--- src/rtl/mc_ctrl.sv ---
// mc_ctrl -- multi-cycle main controller for the MIPS datapath.
//
// A Moore state machine that sequences fetch, decode, execute, memory and
// write-back over several clocks. It shares one ALU and one unified memory
// port, and stalls on a level-based mem_req/mem_ready handshake. Every
// datapath mux select and write enable is a combinational decode of the
// registered state. The only exception is ir_write/pc_write in FETCH, which
// are also qualified by mem_ready.
//
// Optional feature macro: MC_CTRL_PERF_EN
//   When defined, two free-running performance counters are added:
//     cycle_cnt - clocks spent outside IDLE
//     instr_cnt - instructions retired (entries into FETCH, not from IDLE)
//   When undefined, neither the ports nor the counters exist.
//
// Ports:
//   clk, rst_n      clock, asynchronous active-low reset
//   opcode[5:0]     IR[31:26], consulted in DECODE and MEMADR
//   zero            ALU zero flag (the PC enable gating uses it downstream)
//   mem_ready       memory completes the current access this cycle
//   mem_req         memory request, held until mem_ready
//   i_or_d          memory address select: 0 = PC, 1 = ALUOut
//   mem_read/write  access type, valid while mem_req = 1
//   ir_write        load IR
//   pc_write        unconditional PC load
//   pc_write_cond   PC load if zero = 1
//   pc_source[1:0]  00 ALU, 01 ALUOut, 10 jump target, 11 exception vector
//   alu_src_a       0 = PC, 1 = register A
//   alu_src_b[1:0]  00 B, 01 const 4, 10 sign-ext imm, 11 sign-ext imm<<2
//   alu_op[1:0]     00 add, 01 sub, 10 funct-decoded
//   reg_dst         0 = rt, 1 = rd
//   mem_to_reg      0 = ALUOut, 1 = MDR
//   reg_write       register-file write enable
//   exception       one-cycle pulse on an undefined opcode
//   state[3:0]      current state encoding (debug)
//   cycle_cnt[31:0], instr_cnt[31:0]   only with MC_CTRL_PERF_EN

module mc_ctrl (
    input  logic       clk,
    input  logic       rst_n,
    input  logic [5:0] opcode,
    input  logic       zero,
    input  logic       mem_ready,
    output logic       mem_req,
    output logic       i_or_d,
    output logic       mem_read,
    output logic       mem_write,
    output logic       ir_write,
    output logic       pc_write,
    output logic       pc_write_cond,
    output logic [1:0] pc_source,
    output logic       alu_src_a,
    output logic [1:0] alu_src_b,
    output logic [1:0] alu_op,
    output logic       reg_dst,
    output logic       mem_to_reg,
    output logic       reg_write,
    output logic       exception,
    output logic [3:0] state
`ifdef MC_CTRL_PERF_EN
    ,
    output logic [31:0] cycle_cnt,
    output logic [31:0] instr_cnt
`endif
);

    localparam logic [5:0] OP_RTYPE = 6'd0;
    localparam logic [5:0] OP_J     = 6'd2;
    localparam logic [5:0] OP_BEQ   = 6'd4;
    localparam logic [5:0] OP_ADDI  = 6'd8;
    localparam logic [5:0] OP_LW    = 6'd35;
    localparam logic [5:0] OP_SW    = 6'd43;

    typedef enum logic [3:0] {
        S_IDLE   = 4'd0,
        S_FETCH  = 4'd1,
        S_DECODE = 4'd2,
        S_MEMADR = 4'd3,
        S_MEMRD  = 4'd4,
        S_MEMWB  = 4'd5,
        S_MEMWR  = 4'd6,
        S_EXEC   = 4'd7,
        S_RWB    = 4'd8,
        S_BRANCH = 4'd9,
        S_ADDIEX = 4'd10,
        S_ADDIWB = 4'd11,
        S_JUMP   = 4'd12,
        S_EXCEPT = 4'd13
    } state_t;

    state_t cur_state;
    state_t next_state;

    // The zero flag gates pc_write_cond in the PC enable logic outside this
    // block. The Moore outputs never depend on it, so it is only tapped here.
    logic unused_zero;
    assign unused_zero = zero;

    assign state = cur_state;

    // The state register. Reset forces IDLE immediately, so an in-flight
    // memory request drops without waiting for a clock edge.
    always_ff @(posedge clk or negedge rst_n) begin
        if (!rst_n) begin
            cur_state <= S_IDLE;
        end else begin
            cur_state <= next_state;
        end
    end

    // Next-state logic and Moore output decode. Every output defaults to 0,
    // and each state raises only the signals it needs. Unused codes 14-15
    // fall into the default arm and recover to IDLE.
    always_comb begin
        next_state    = cur_state;
        mem_req       = 1'b0;
        i_or_d        = 1'b0;
        mem_read      = 1'b0;
        mem_write     = 1'b0;
        ir_write      = 1'b0;
        pc_write      = 1'b0;
        pc_write_cond = 1'b0;
        pc_source     = 2'b00;
        alu_src_a     = 1'b0;
        alu_src_b     = 2'b00;
        alu_op        = 2'b00;
        reg_dst       = 1'b0;
        mem_to_reg    = 1'b0;
        reg_write     = 1'b0;
        exception     = 1'b0;

        case (cur_state)
            S_IDLE: begin
                next_state = S_FETCH;
            end

            // The PC+4 increment and the IR load commit only in the cycle
            // the instruction word arrives. This keeps a stalled fetch
            // idempotent.
            S_FETCH: begin
                mem_req   = 1'b1;
                mem_read  = 1'b1;
                alu_src_b = 2'b01;
                ir_write  = mem_ready;
                pc_write  = mem_ready;
                if (mem_ready) begin
                    next_state = S_DECODE;
                end
            end

            // The branch target is computed speculatively here so BRANCH
            // can use ALUOut while the ALU does the compare.
            S_DECODE: begin
                alu_src_b = 2'b11;
                case (opcode)
                    OP_LW, OP_SW: next_state = S_MEMADR;
                    OP_RTYPE:     next_state = S_EXEC;
                    OP_BEQ:       next_state = S_BRANCH;
                    OP_ADDI:      next_state = S_ADDIEX;
                    OP_J:         next_state = S_JUMP;
                    default:      next_state = S_EXCEPT;
                endcase
            end

            S_MEMADR: begin
                alu_src_a = 1'b1;
                alu_src_b = 2'b10;
                if (opcode == OP_LW) begin
                    next_state = S_MEMRD;
                end else if (opcode == OP_SW) begin
                    next_state = S_MEMWR;
                end else begin
                    next_state = S_EXCEPT;
                end
            end

            S_MEMRD: begin
                mem_req  = 1'b1;
                mem_read = 1'b1;
                i_or_d   = 1'b1;
                if (mem_ready) begin
                    next_state = S_MEMWB;
                end
            end

            S_MEMWB: begin
                reg_write  = 1'b1;
                mem_to_reg = 1'b1;
                next_state = S_FETCH;
            end

            S_MEMWR: begin
                mem_req   = 1'b1;
                mem_write = 1'b1;
                i_or_d    = 1'b1;
                if (mem_ready) begin
                    next_state = S_FETCH;
                end
            end

            S_EXEC: begin
                alu_src_a  = 1'b1;
                alu_op     = 2'b10;
                next_state = S_RWB;
            end

            S_RWB: begin
                reg_write  = 1'b1;
                reg_dst    = 1'b1;
                next_state = S_FETCH;
            end

            S_BRANCH: begin
                alu_src_a     = 1'b1;
                alu_op        = 2'b01;
                pc_write_cond = 1'b1;
                pc_source     = 2'b01;
                next_state    = S_FETCH;
            end

            S_ADDIEX: begin
                alu_src_a  = 1'b1;
                alu_src_b  = 2'b10;
                next_state = S_ADDIWB;
            end

            S_ADDIWB: begin
                reg_write  = 1'b1;
                next_state = S_FETCH;
            end

            S_JUMP: begin
                pc_write   = 1'b1;
                pc_source  = 2'b10;
                next_state = S_FETCH;
            end

            S_EXCEPT: begin
                exception  = 1'b1;
                pc_write   = 1'b1;
                pc_source  = 2'b11;
                next_state = S_FETCH;
            end

            default: begin
                next_state = S_IDLE;
            end
        endcase
    end

`ifdef MC_CTRL_PERF_EN
    // Cycle counter: counts every clock outside IDLE and wraps naturally.
    always_ff @(posedge clk or negedge rst_n) begin
        if (!rst_n) begin
            cycle_cnt <= 32'd0;
        end else if (cur_state != S_IDLE) begin
            cycle_cnt <= cycle_cnt + 32'd1;
        end
    end

    // Instruction counter: one count per entry into FETCH. A fetch stall is
    // not an entry. The reset-exit entry from IDLE is not a completed
    // instruction. An exception does count.
    always_ff @(posedge clk or negedge rst_n) begin
        if (!rst_n) begin
            instr_cnt <= 32'd0;
        end else if (next_state == S_FETCH && cur_state != S_FETCH
                     && cur_state != S_IDLE) begin
            instr_cnt <= instr_cnt + 32'd1;
        end
    end
`endif

endmodule

--- config.mk ---
export PLATFORM = sky130hd
export DESIGN_NAME = mc_ctrl
export DESIGN_NICKNAME = d
export VERILOG_FILES = /design/src/rtl/mc_ctrl.sv
export SDC_FILE = /design/constraint.sdc
export NUM_CORES = 1
export LEC_CHECK = 0
export ABC_AREA = 0
export BUFFER_PORTS_ARGS = -buffer_cell sky130_fd_sc_hd__buf_2
export CAP_MARGIN = 20
export CORE_AREA = 2 2 39 41
export DETAILED_ROUTE_END_ITERATION = 8
export DIE_AREA = 0 0 41 43
export GPL_TIMING_DRIVEN = 0
export PLACE_DENSITY_LB_ADDON = 0.15
export SLEW_MARGIN = 10
export SYNTH_ARGS = -nofsm -noshare
export SYNTH_HDL_FRONTEND = slang
export SYNTH_SLANG_ARGS = --single-unit
--- constraint.sdc ---
create_clock -name clk -period 1.8 [get_ports clk]
set_clock_uncertainty 0.05 [all_clocks]
set_input_delay 0.36 -clock clk [delete_from_list [all_inputs] [get_ports clk]]
set_output_delay 0.36 -clock clk [all_outputs]
set_load 0.01 [all_outputs]
======== After elaboration in Yosys (flattened, before gate mapping) ========
Cells that the tools add are included.
cells by class
  equal/unequal tests ..................... 21
  mux-type cells .......................... 22
  reductions and logical operators ........ 12
operators with widths
  kind                number
  $pmux 4 s8          1
  $eq 4x4->1 const B  6
  $mux 4              5
  $pmux 4 s5          1
  $eq 4x3->1 const B  4
  $eq 6x6->1 const B  2
  $pmux 2 s3          2
  $mux 1              11
  $reduce_or 2->1     5
  $eq 4x2->1 const B  2
  $reduce_or 7->1     1
  $eq 6x2->1 const B  1
  $eq 6x3->1 const B  1
  $eq 6x4->1 const B  1
  $logic_not 6->1     1
  $ne 2x2->1 const B  3
  $reduce_or 3->1     2
  $eq 4x1->1 const B  1
  $logic_not 4->1     1
  $pmux 2 s2          1
  $reduce_or 4->1     1
  $reduce_and 3->1    1
  $pmux 1 s2          1
storage, ports and cells
  logic and storage cells ................. 56
  output and inout port bits .............. 22
  register bits after elaboration ......... 4
  bits of input ports ..................... 10

======== Longest topological paths before layout ========
Gate-level depths: netlist of run 1.
  depth in word-level cells ............... 4
  gate-level depth with buffers ........... 5
  depth with buffers taken out ............ 4

======== Worst setup path before layout of run 1 ========
No wires, ideal clock.
  path type ............................... register to output
  start point ............................. register cur_state[0] (netlist: state[0])
  end point ............................... output port alu_op[0]
  buffers on the path ..................... 1
  data required time ...................... 1.390 ns
  data arrival time ....................... 1.302 ns
  stages on the path, launching flop included .. 5
  path slack .............................. 0.088 ns
  cell sequence ........................... dfrtp_1 -> clkbuf_1 -> nor2b_1 -> and2_1 -> nor2b_1
between the ends
  word-level cells in the longest chain between the ends .. 2
  elaborated cells on any way between the ends .. 3
  classes of those cells .................. 2 x eq/ne; 1 x mux
RTL lines
  what                                             RTL line  RTL
  start: declaration                               91        state_t cur_state;
  start signal: assignment                         107       cur_state <= next_state;
  $eq 4x4->1 / $eq 4x3->1 (equally long branches)  132       case (cur_state)
  $pmux 2 s2 (*)                                   132
  end: declaration                                 54        output logic [1:0] alu_op,
Mark *: on every way between the ends. The rest lies on a longest branch, timed or not.

======== Worst setup path in the final report of run 1 ========
  start point ............................. register cur_state[0] (netlist: state[0])
  end point ............................... output port mem_read
between the ends
  word-level cells in the longest chain between the ends .. 3
  elaborated cells on any way between the ends .. 4
  classes of those cells .................. 2 x eq/ne; 1 x mux; 1 x reduce/logical
RTL lines
  what                                             RTL line  RTL
  $eq 4x3->1 / $eq 4x1->1 (equally long branches)  132
  $reduce_or 2->1 (no source line) (*)             --
  $mux 1 (*)                                       132
  end: declaration                                 46        output logic mem_read,
Marks and branches as above.

==> run summary, run 1 <==
Largest register FFs: 4
clock latency on the worst-skew pair: 230 ps
Yosys reg bits: 4
Clock Tree Root: clkbuf_4
Post-DRT Antenna Nets: 0
flop2flop setup slack: 70 ps
CP Class: reg2out
layout cells sized above 1: 54.8%
clock sinks: 4
first-pass GRT wire length: 2350 um
placed cell count: 119
Power Density: 1670 nW/um2
Pwr Total: 1.53 mW
total track usage: 19.0%
worst r2r dst: state[0]
port bufs: 30
RePlAce Congestion: 0.803
Yosys top cell by area: dfrtp_1
total core area: 1380 um2
Placed Area: 694 um2
largest cells by area after synthesis: dfrtp_1 19%, nor2_1 6.4%, nor2b_1 6.0%
CP required: 1390 ps
final slew viol count: 0
final setup fails: 0
maxcap violations: 0
Num CTS Buffers: 3
EDFF count, synth: 0
largest net degree at the start of global routing: 11
syn_area_per_cell: 7.18 um2
die height: 43 um
Post-DP HPWL: 1080 um
H-tree Lvls: 1
Hold Path Class: in2reg
outcome: finished, final reports clean
via count: 719
worst hold path depth: 2
WHS Endpoint: state[0]
drt drc: 0
crit path time final: 1790 ps
Overflow after GRT: 0
Synth Cell Area: 524 um2
Initial Util: 37.9%
Worst Tran Pin Value: 329 ps
Worst EP arrival: 1380 ps
WL/cell: 13.1 um
P_leak: 0.456 nW
DIE AREA: 1760 um2
Worst Path Max Fanout: 5
Synthesized Nets: 83
FILL cells: 118
drt pass-1 iters: 4
Peak VDD IR: 0.00108 V
Antenna Cells: 0
synthesis-to-layout area growth: 75.2%
final non-filler cell total: 131
top_reg_cell synth: dfrtp_1
Critical Path End Type: primary output
top cell type's share of synthesized area: 19.1%
Layout Nets: 127
Tcrit/Tclk final: 99.3%
FMAX: 559 MHz
Worst Reg-to-Reg Cells: 5
number of global-route vias before repair: 559
IO Count: 32
post-route cell area: 918 um2
TritonCTS clock tree: built
Cells after Synth: 73
ys async rst share: 100%
sequential area share after synthesis: 19.1%
Via density: 5.49
CP Launch Type: flip-flop
Distinct cells, synth: 34
clock buffer depth: 2
unrepaired setup endpoints after global routing: true
CTS clk-pin slew, worst paths: 40 ps
worst r2r src: state[3]
DRT iter0 DRCs: 13
die width: 41 um
Final Hold Fails: 0
Rows: 14
initial antenna violation count: 0
Relative slew margins: 77.5%
Detailed Route WL: 1720 um
Ys Warns: 0
HP Start: mem_ready
[final cells by class]
type                            count  area [um2]  area share, %
Buffer                              6        73.8           8.04
Clock buffer                        3        22.5           2.45
Multi-Input combinational cell     62         443           48.2
Sequential cell                     4         103           11.2
Tap cell                           16        20.0           2.18
Timing Repair Buffer               40         256           27.9
[Yosys cell counts, types with 2 or more instances]
cell type / number
a21oi_1: 4
and2_1: 2
and3_1: 2
clkbuf_1: 4
dfrtp_1: 4
nand2_1: 5
nand2b_1: 4
nand3_1: 2
nor2_1: 9
nor2b_1: 5
nor3_1: 4
nor4_1: 2
o22a_1: 2
o22ai_1: 2
o31ai_1: 2
xnor2_1: 2
[routing by layer]
layer / routed length, um / global-route usage [%] / vias to the layer above
met5: 0 / 0 / -
met1: 701 / 26.1 / 333
met2: 889 / 30.0 / 34
met4: 0 / 2.00 / 0
met3: 124 / 4.71 / 0
li1: - / - / 352
[where the power goes]
part / internal (mW) / switching [mW]
Combinational: 0.658 / 0.596
Clock: 0.0744 / 0.0344
Sequential: 0.129 / 0.0385
Total: 0.861 / 0.669
[placed cells by master (no fill, tap or decap), drive strengths merged, types with 3 or more instances in the layout]
cell,Yosys,routed
nor4,3,3
nand2b,4,4
nor2b,5,5
buf,3,43
a21oi,4,4
nand2,5,5
nor3,4,4
nor2,9,9
dfrtp,4,4
clkbuf,4,5
[worst max-delay path by stage]
stage	start	to	slack, ps	cells past startpoint
floorplan	state[0]	alu_op[0]	90	4
global placement	state[0]	pc_write	30	5
detailed placement	state[1]	pc_write	20	4
CTS	state[3]	pc_write	-10	5
global route	state[3]	alu_op[0]	-20	5
finish	state[0]	mem_read	10	5
[kinds of logic (layout without fill, tap and decap cells)]
| logic type | Yosys count | count (layout) | synth area share, % |
|---|---|---|---|
| buffers and inverters | 7 | 49 | 7.40 |
| DFF | 4 | 4 | 19.1 |
| AOI/OAI and AO/OA | 17 | 17 | 23.4 |
| and+or+nand+nor | 42 | 42 | 45.1 |
| xor gates and xnor gates | 3 | 3 | 5.01 |
[worst max-delay path, stage by stage, from the launching register on]
cell,delay (ps)
dfrtp_2,420
buf_6,140
buf_8,120
xnor2_2,120
nor3_1,180
buf_2,160
[metrics by stage]
stage          util, %  setup slack, ps  hold slack (ps)  TNS, ps
2_1_floorplan        -             88.5             14.4        0
3_3_place_gp      50.2             30.1              115        0
3_5_place_dp      50.2             17.6              116        0
4_1_cts           56.7            -12.2              338    -12.2
5_1_grt           66.4            -23.4              369    -77.6
6_report          66.4             12.2              348        0
[what timing repair did]
action,in CTS,in global routing
pin swaps,0,2
cloned,0,2
hold buffers,1,0
endpoints found under the hold margin,4,0
gates resized for setup,13,22
setup endpoints to repair,14,10
buffers inserted,3,4
Note: power is estimated with default switching activity, not from simulation.
==> run 2: changes to the inputs <==
--- a/config.mk
+++ b/config.mk
@@ -5,7 +5,7 @@
 export SDC_FILE = /design/constraint.sdc
 export NUM_CORES = 1
 export LEC_CHECK = 0
-export ABC_AREA = 0
+export ABC_AREA = 1
 export BUFFER_PORTS_ARGS = -buffer_cell sky130_fd_sc_hd__buf_2
 export CAP_MARGIN = 20
 export CORE_AREA = 2 2 39 41
==> run 2 against run 1 <==
Effect of this change: sequential power grew 31%; routed wire length shrank 5.6%; sequential cell count is the same; critical path type unchanged.
==> run summary, run 2 <==
Initial Util: 35.9% (-2.0 points)
die width: 41 um (unchanged)
P_leak: 0.480 nW (+5.2%)
sw frac: 53.1% (+9.4 points)
TritonCTS clock tree: built
total core area: 1380 um2 (unchanged)
register area: 104 um2 (+1.2%)
most numerous cell in the Yosys netlist: nor2_1
Clock power frac: 8.5% (+1.4 points)
most frequent cells after synthesis: 25 x nor2_1, 21 x nand2_1, 14 x inv_1
largest cells by area after synthesis: dfrtp_1 20%, nor2_1 19%, nand2_1 16%
crit path time final: 1800 ps (+10.4 ps)
pre-CTS setup slack: 157 ps (+139 ps)
drt pass-1 iters: 4 (unchanged)
setup ws final: 1.77 ps (-10.4 ps)
RePlAce Congestion: 0.851 (+6.0%)
most common cell after layout, fill and taps aside: buf_2
EDFF count, synth: 0 (unchanged)
Tcrit/Tclk final: 99.9% (+0.58 points)
FMAX: 556 MHz (-0.58%)
post-route cell area: 836 um2 (-9.0%)
Final Hold Fails: 0 (unchanged)
Synthesized Nets: 104 (+25%)
Worst Tran Pin Value: 256 ps (-73.0 ps)
top cell type's share of synthesized area: 20.2% (+1.1 points)
top_reg_cell synth: dfrtp_1
CTS clk-pin slew, worst paths: 30 ps (about the same)
crit-path max cell delay: 430 ps (about the same)
Peak VDD IR: 0.000688 V (-36%)
slowest CP cell: dfrtp_2
unrepaired setup endpoints after global routing: true
Detailed Route WL: 1620 um (-5.6%)
Clock Tree Root: clkbuf_4
critical-path cell list: inv_2, nor2_4, inv_4, nor2_4, inv_4, o22ai_1, buf_2
Rows: 14 (unchanged)
Largest register FFs: 4 (unchanged)
Overflow after GRT: 0 (unchanged)
total track usage: 18.5% (-0.46 points)
CP top delay family: flip-flops
CP Class: reg2out
clock sinks: 4 (unchanged)
WL/cell: 10.7 um (-18%)
area of the multi-input gates: 397 um2 (-10%)
DIE AREA: 1760 um2 (unchanged)
port bufs: 30 (unchanged)
maxcap violations: 0 (unchanged)
Ys Warns: 0 (unchanged)
number of global-route vias before repair: 591 (+5.7%)
die height: 43 um (unchanged)
clock latency on the worst-skew pair: 240 ps (about the same)
Placed Area: 667 um2 (-4.0%)
Flop pwr share: 16.0% (+5.1 points)
Net Switching: 721 uW (+7.8%)
IO Count: 32 (unchanged)
final setup fails: 0 (unchanged)
Relative slew margins: 82.9% (+5.4 points)
Comb pwr share: 75.5% (-6.5 points)
Via density: 4.73 (-14%)
Distinct cells, synth: 16 (-53%)
Layout Nets: 147 (+16%)
Worst EP arrival: 1390 ps (about the same)
CP Launch Type: flip-flop
Num CTS Buffers: 3 (unchanged)
Hold Path Class: in2reg
Worst Path Max Fanout: 7 (+2)
first-pass GRT wire length: 2290 um (-2.6%)
Synth Cell Area: 497 um2 (-5.3%)
most frequent cells in the layout: 29 x buf_2, 20 x nand2_1, 18 x nor2_1
Buf+Inv Stages, Crit Path: 4 (+1)
clock buffer depth: 2 (unchanged)
Post-DRT Antenna Nets: 0 (unchanged)
ys async rst share: 100% (unchanged)
largest net degree at the start of global routing: 9 (-2)
CP required: 1390 ps (about the same)
drt drc: 0 (unchanged)
Post-DP HPWL: 1100 um (+1.5%)
Antenna Cells: 0 (unchanged)
sequential area share after synthesis: 20.2% (+1.1 points)
H-tree Lvls: 1 (unchanged)
outcome: finished, final reports clean
Yosys top cell by area: dfrtp_1
Power Density: 1630 nW/um2 (-2.5%)
via count: 714 (-0.70%)
Cells after Synth: 94 (+29%)
final slew viol count: 0 (unchanged)
DRT iter0 DRCs: 10 (-3)
Int Pwr: 637 uW (-26%)
Yosys reg bits: 4 (unchanged)
syn_area_per_cell: 5.28 um2 (-26%)
layout cells sized above 1: 46.7% (-8.1 points)
fin util: 60.4% (-6.0 points)
FILL cells: 151 (+28%)
Critical Path End Type: primary output
initial antenna violation count: 0 (unchanged)
synthesis-to-layout area growth: 68.3%
[run 2: cell families (layout without fill, tap and decap cells)]
kind of cell / Yosys count / after routing / synth area share (%)
and+or+nand+nor: 62 / 62 / 54.4
buffers and inverters: 16 / 57 / 12.1
AOI/OAI and AO/OA: 12 / 12 / 13.3
DFF: 4 / 4 / 20.2
[run 2: layer usage]
metal,vias to the layer above,part of all wire [%],global-route usage [%]
li1,380,-,-
met1,318,42,21.6
met2,16,54,31.9
met3,0,4.4,6.28
met4,0,0,2.00
met5,-,0,0
[run 2: final cells by class]
class                   count  area share [%]
clock buffers               3            2.69
inverters                  16            8.38
multi-input cells          74            47.5
flip-flops and latches      4            12.4
well taps                  16            2.40
repair buffers             38            26.6
[run 2: stage by stage]
step | hold WS [ps] | power (mW) | setup TNS [ps] | instances
global route | 281 | 1.48 | -243 | 151
detailed placement | 116 | 0.948 | 0 | 140
CTS | 267 | 1.09 | -3.40 | 144
floorplan | 14.4 | 0.684 | 0 | 94
finish | 272 | 1.36 | 0 | 151
global placement | 115 | 0.947 | 0 | 140
[run 2: power groups by stage]
stage	Combinational (mW)	Sequential (mW)	Clock, mW
floorplan	0.486	0.199	0
global placement	0.753	0.194	0
detailed placement	0.755	0.194	0
CTS	0.780	0.198	0.115
global route	1.13	0.222	0.131
finish	1.03	0.218	0.115
[run 2: worst paths after layout]
check	from	endpoint	slack, ps	cells after the start
max	state[0]	pc_write	2	7
min	mem_ready	state[0]	270	2
max reg2reg	state[0]	state[0]	380	10
min reg2reg	state[2]	state[2]	610	2
max in group asynchronous	rst_n	state[0]	1140	2
min in group asynchronous	rst_n	state[3]	400	2
[run 2: worst register-to-register path, stage by stage, from the launching register on]
cell	delay, ps
dfrtp_2	430
inv_2	70
nor2_4	120
inv_4	70
nor2_4	120
inv_4	60
o21ai_4	70
buf_4	140
nand2_4	40
nand2_1	60
o21ai_1	60
[run 2: what timing repair did]
item / 4_1_cts / 5_1_grt
cloned: 0 / 0
pin swaps: 0 / 3
setup buffers: 0 / 7
hold buffers: 1 / 0
resized for setup: 7 / 24
endpoints found under the hold margin: 4 / 0
endpoints found under the setup margin: 5 / 11
==> run 3: changes to the inputs <==
--- a/config.mk
+++ b/config.mk
@@ -13,6 +13,7 @@
 export DIE_AREA = 0 0 41 43
 export GPL_TIMING_DRIVEN = 0
 export PLACE_DENSITY_LB_ADDON = 0.15
+export SETUP_SLACK_MARGIN = 0.5
 export SLEW_MARGIN = 10
 export SYNTH_ARGS = -nofsm -noshare
 export SYNTH_HDL_FRONTEND = slang
==> run 3 against run 2 <==
Effect of this change: combinational power up 24%; setup slack better by 20 ps; largest cell class unchanged; power up 20%; critical endpoint unchanged; register-to-register slack worse by 180 ps; sequential share of layout area down 1.9 points; fmax up 1.1%.
==> run summary, run 3 (synthesis results as in run 2) <==
outcome: finished, final reports clean
post-route cell area: 996 um2 (+19%)
port bufs: 30 (unchanged)
flop2flop setup slack: 200 ps (-180 ps)
Largest register FFs: 4 (unchanged)
Relative slew margins: 82.0% (-0.85 points)
Worst Tran Pin Value: 268 ps (+12.7 ps)
initial antenna violation count: 0 (unchanged)
Net Switching: 853 uW (+18%)
Layout Nets: 154 (+4.8%)
Worst EP arrival: 1370 ps (-20 ps)
number of global-route vias before repair: 656 (+11%)
Via density: 4.97 (+5.1%)
first-pass GRT wire length: 2680 um (+17%)
Comb pwr share: 78.6% (+3.1 points)
synthesis-to-layout area growth: 101%
Flop pwr share: 14.3% (-1.7 points)
Detailed Route WL: 1880 um (+16%)
final setup fails: 0 (unchanged)
Hold Path Class: in2reg
clock buffer depth: 2 (unchanged)
maxcap violations: 0 (unchanged)
Peak VDD IR: 0.000959 V (+39%)
CP Class: reg2out
final slew viol count: 0 (unchanged)
most common cell after layout, fill and taps aside: buf_2
TritonCTS clock tree: built
Post-DP HPWL: 1130 um (+2.7%)
Initial Util: 35.9% (unchanged)
clock latency on the worst-skew pair: 240 ps (about the same)
CP Launch Type: flip-flop
total track usage: 21.9% (+3.4 points)
die width: 41 um (unchanged)
largest net degree at the start of global routing: 9 (unchanged)
Clock Tree Root: clkbuf_4
sw frac: 52.4% (-0.73 points)
register area: 105 um2 (+1.2%)
P_leak: 0.529 nW (+10%)
setup ws final: 21.4 ps (+19.7 ps)
Placed Area: 737 um2 (+11%)
CP required: 1390 ps (about the same)
Hold Slack: 274 ps (+1.25 ps)
DIE AREA: 1760 um2 (unchanged)
die height: 43 um (unchanged)
drt pass-1 iters: 4 (unchanged)
total core area: 1380 um2 (unchanged)
Overflow after GRT: 0 (unchanged)
unrepaired setup endpoints after global routing: true
Int Pwr: 776 uW (+22%)
FMAX: 562 MHz (+1.1%)
Tcrit/Tclk final: 98.8% (-1.1 points)
FILL cells: 107 (-29%)
layout cells sized above 1: 57.7% (+11 points)
Power Density: 1640 nW/um2 (+0.63%)
via count: 785 (+9.9%)
clock sinks: 4 (unchanged)
area of the multi-input gates: 453 um2 (+14%)
WL/cell: 11.9 um (+11%)
Num CTS Buffers: 3 (unchanged)
CTS clk-pin slew, worst paths: 50 ps (+20 ps)
Worst Path Max Fanout: 8 (+1)
Post-DRT Antenna Nets: 0 (unchanged)
Pwr Total: 1.63 mW (+20%)
RePlAce Congestion: 0.836 (-1.8%)
H-tree Lvls: 1 (unchanged)
Critical Path End Type: primary output
crit path time final: 1780 ps (-19.7 ps)
drt drc: 0 (unchanged)
Final Hold Fails: 0 (unchanged)
Clock power frac: 7.1% (-1.4 points)
most frequent cells in the layout: 24 x buf_2, 17 x nand2_1, 14 x nor2_1
pre-CTS setup slack: 236 ps (+79.1 ps)
Antenna Cells: 0 (unchanged)
DRT iter0 DRCs: 12 (+2)
IO Count: 32 (unchanged)
Rows: 14 (unchanged)
run 3: power by group through the flow:
stage,Clock [mW],Combinational [mW],Sequential (mW)
after floorplan,0,0.596,0.215
after global placement,0,0.865,0.212
after detailed placement,0,0.869,0.208
after CTS,0.121,1.09,0.223
after global routing,0.132,1.37,0.236
final,0.115,1.28,0.233
run 3: worst max-delay path, stage by stage (launching register included):
cell,delay (ps)
dfrtp_2,480
nor2_4,150
inv_4,70
nor2_4,130
inv_4,70
o22ai_2,80
buf_2,140
run 3: final cells by class:
class | count | share of cell area [%]
tap | 16 | 2.01
clock buffer | 3 | 2.26
sequential | 4 | 10.6
multi-input combinational | 74 | 45.5
timing repair buffer | 45 | 31.9
inverter | 16 | 7.79
run 3: timing repair:
action	CTS	global route
setup buffers	9	5
endpoints found under the setup margin	21	25
hold buffers	1	0
endpoints found under the hold margin	4	0
resized for setup	16	15
pin swaps	4	4
run 3: metal layers:
layer	global-route usage (%)	share of wire, %	wire, um	vias up
li1	-	-	-	395
met1	25.2	42	782	362
met2	39.1	54	1020	26
met3	6.28	3.0	57	2
met4	2.00	0.91	17	0
met5	0	0	0	-
run 3: worst paths after layout:
path,from,to,depth (start not counted)
worst max-delay path,state[1],pc_write,6
worst min-delay path,mem_ready,state[0],2
worst max register to register,state[2],state[3],10
worst min register to register,state[2],state[2],2
max in group asynchronous,rst_n,state[2],2
min in group asynchronous,rst_n,state[3],2
run 3: per-stage QoR:
step,TNS (ps),instances,utilization [%]
finish,0,158,72.0
global route,-155,158,72.0
CTS,0,153,65.0
detailed placement,0,140,53.3
global placement,0,140,53.3
floorplan,0,94,-
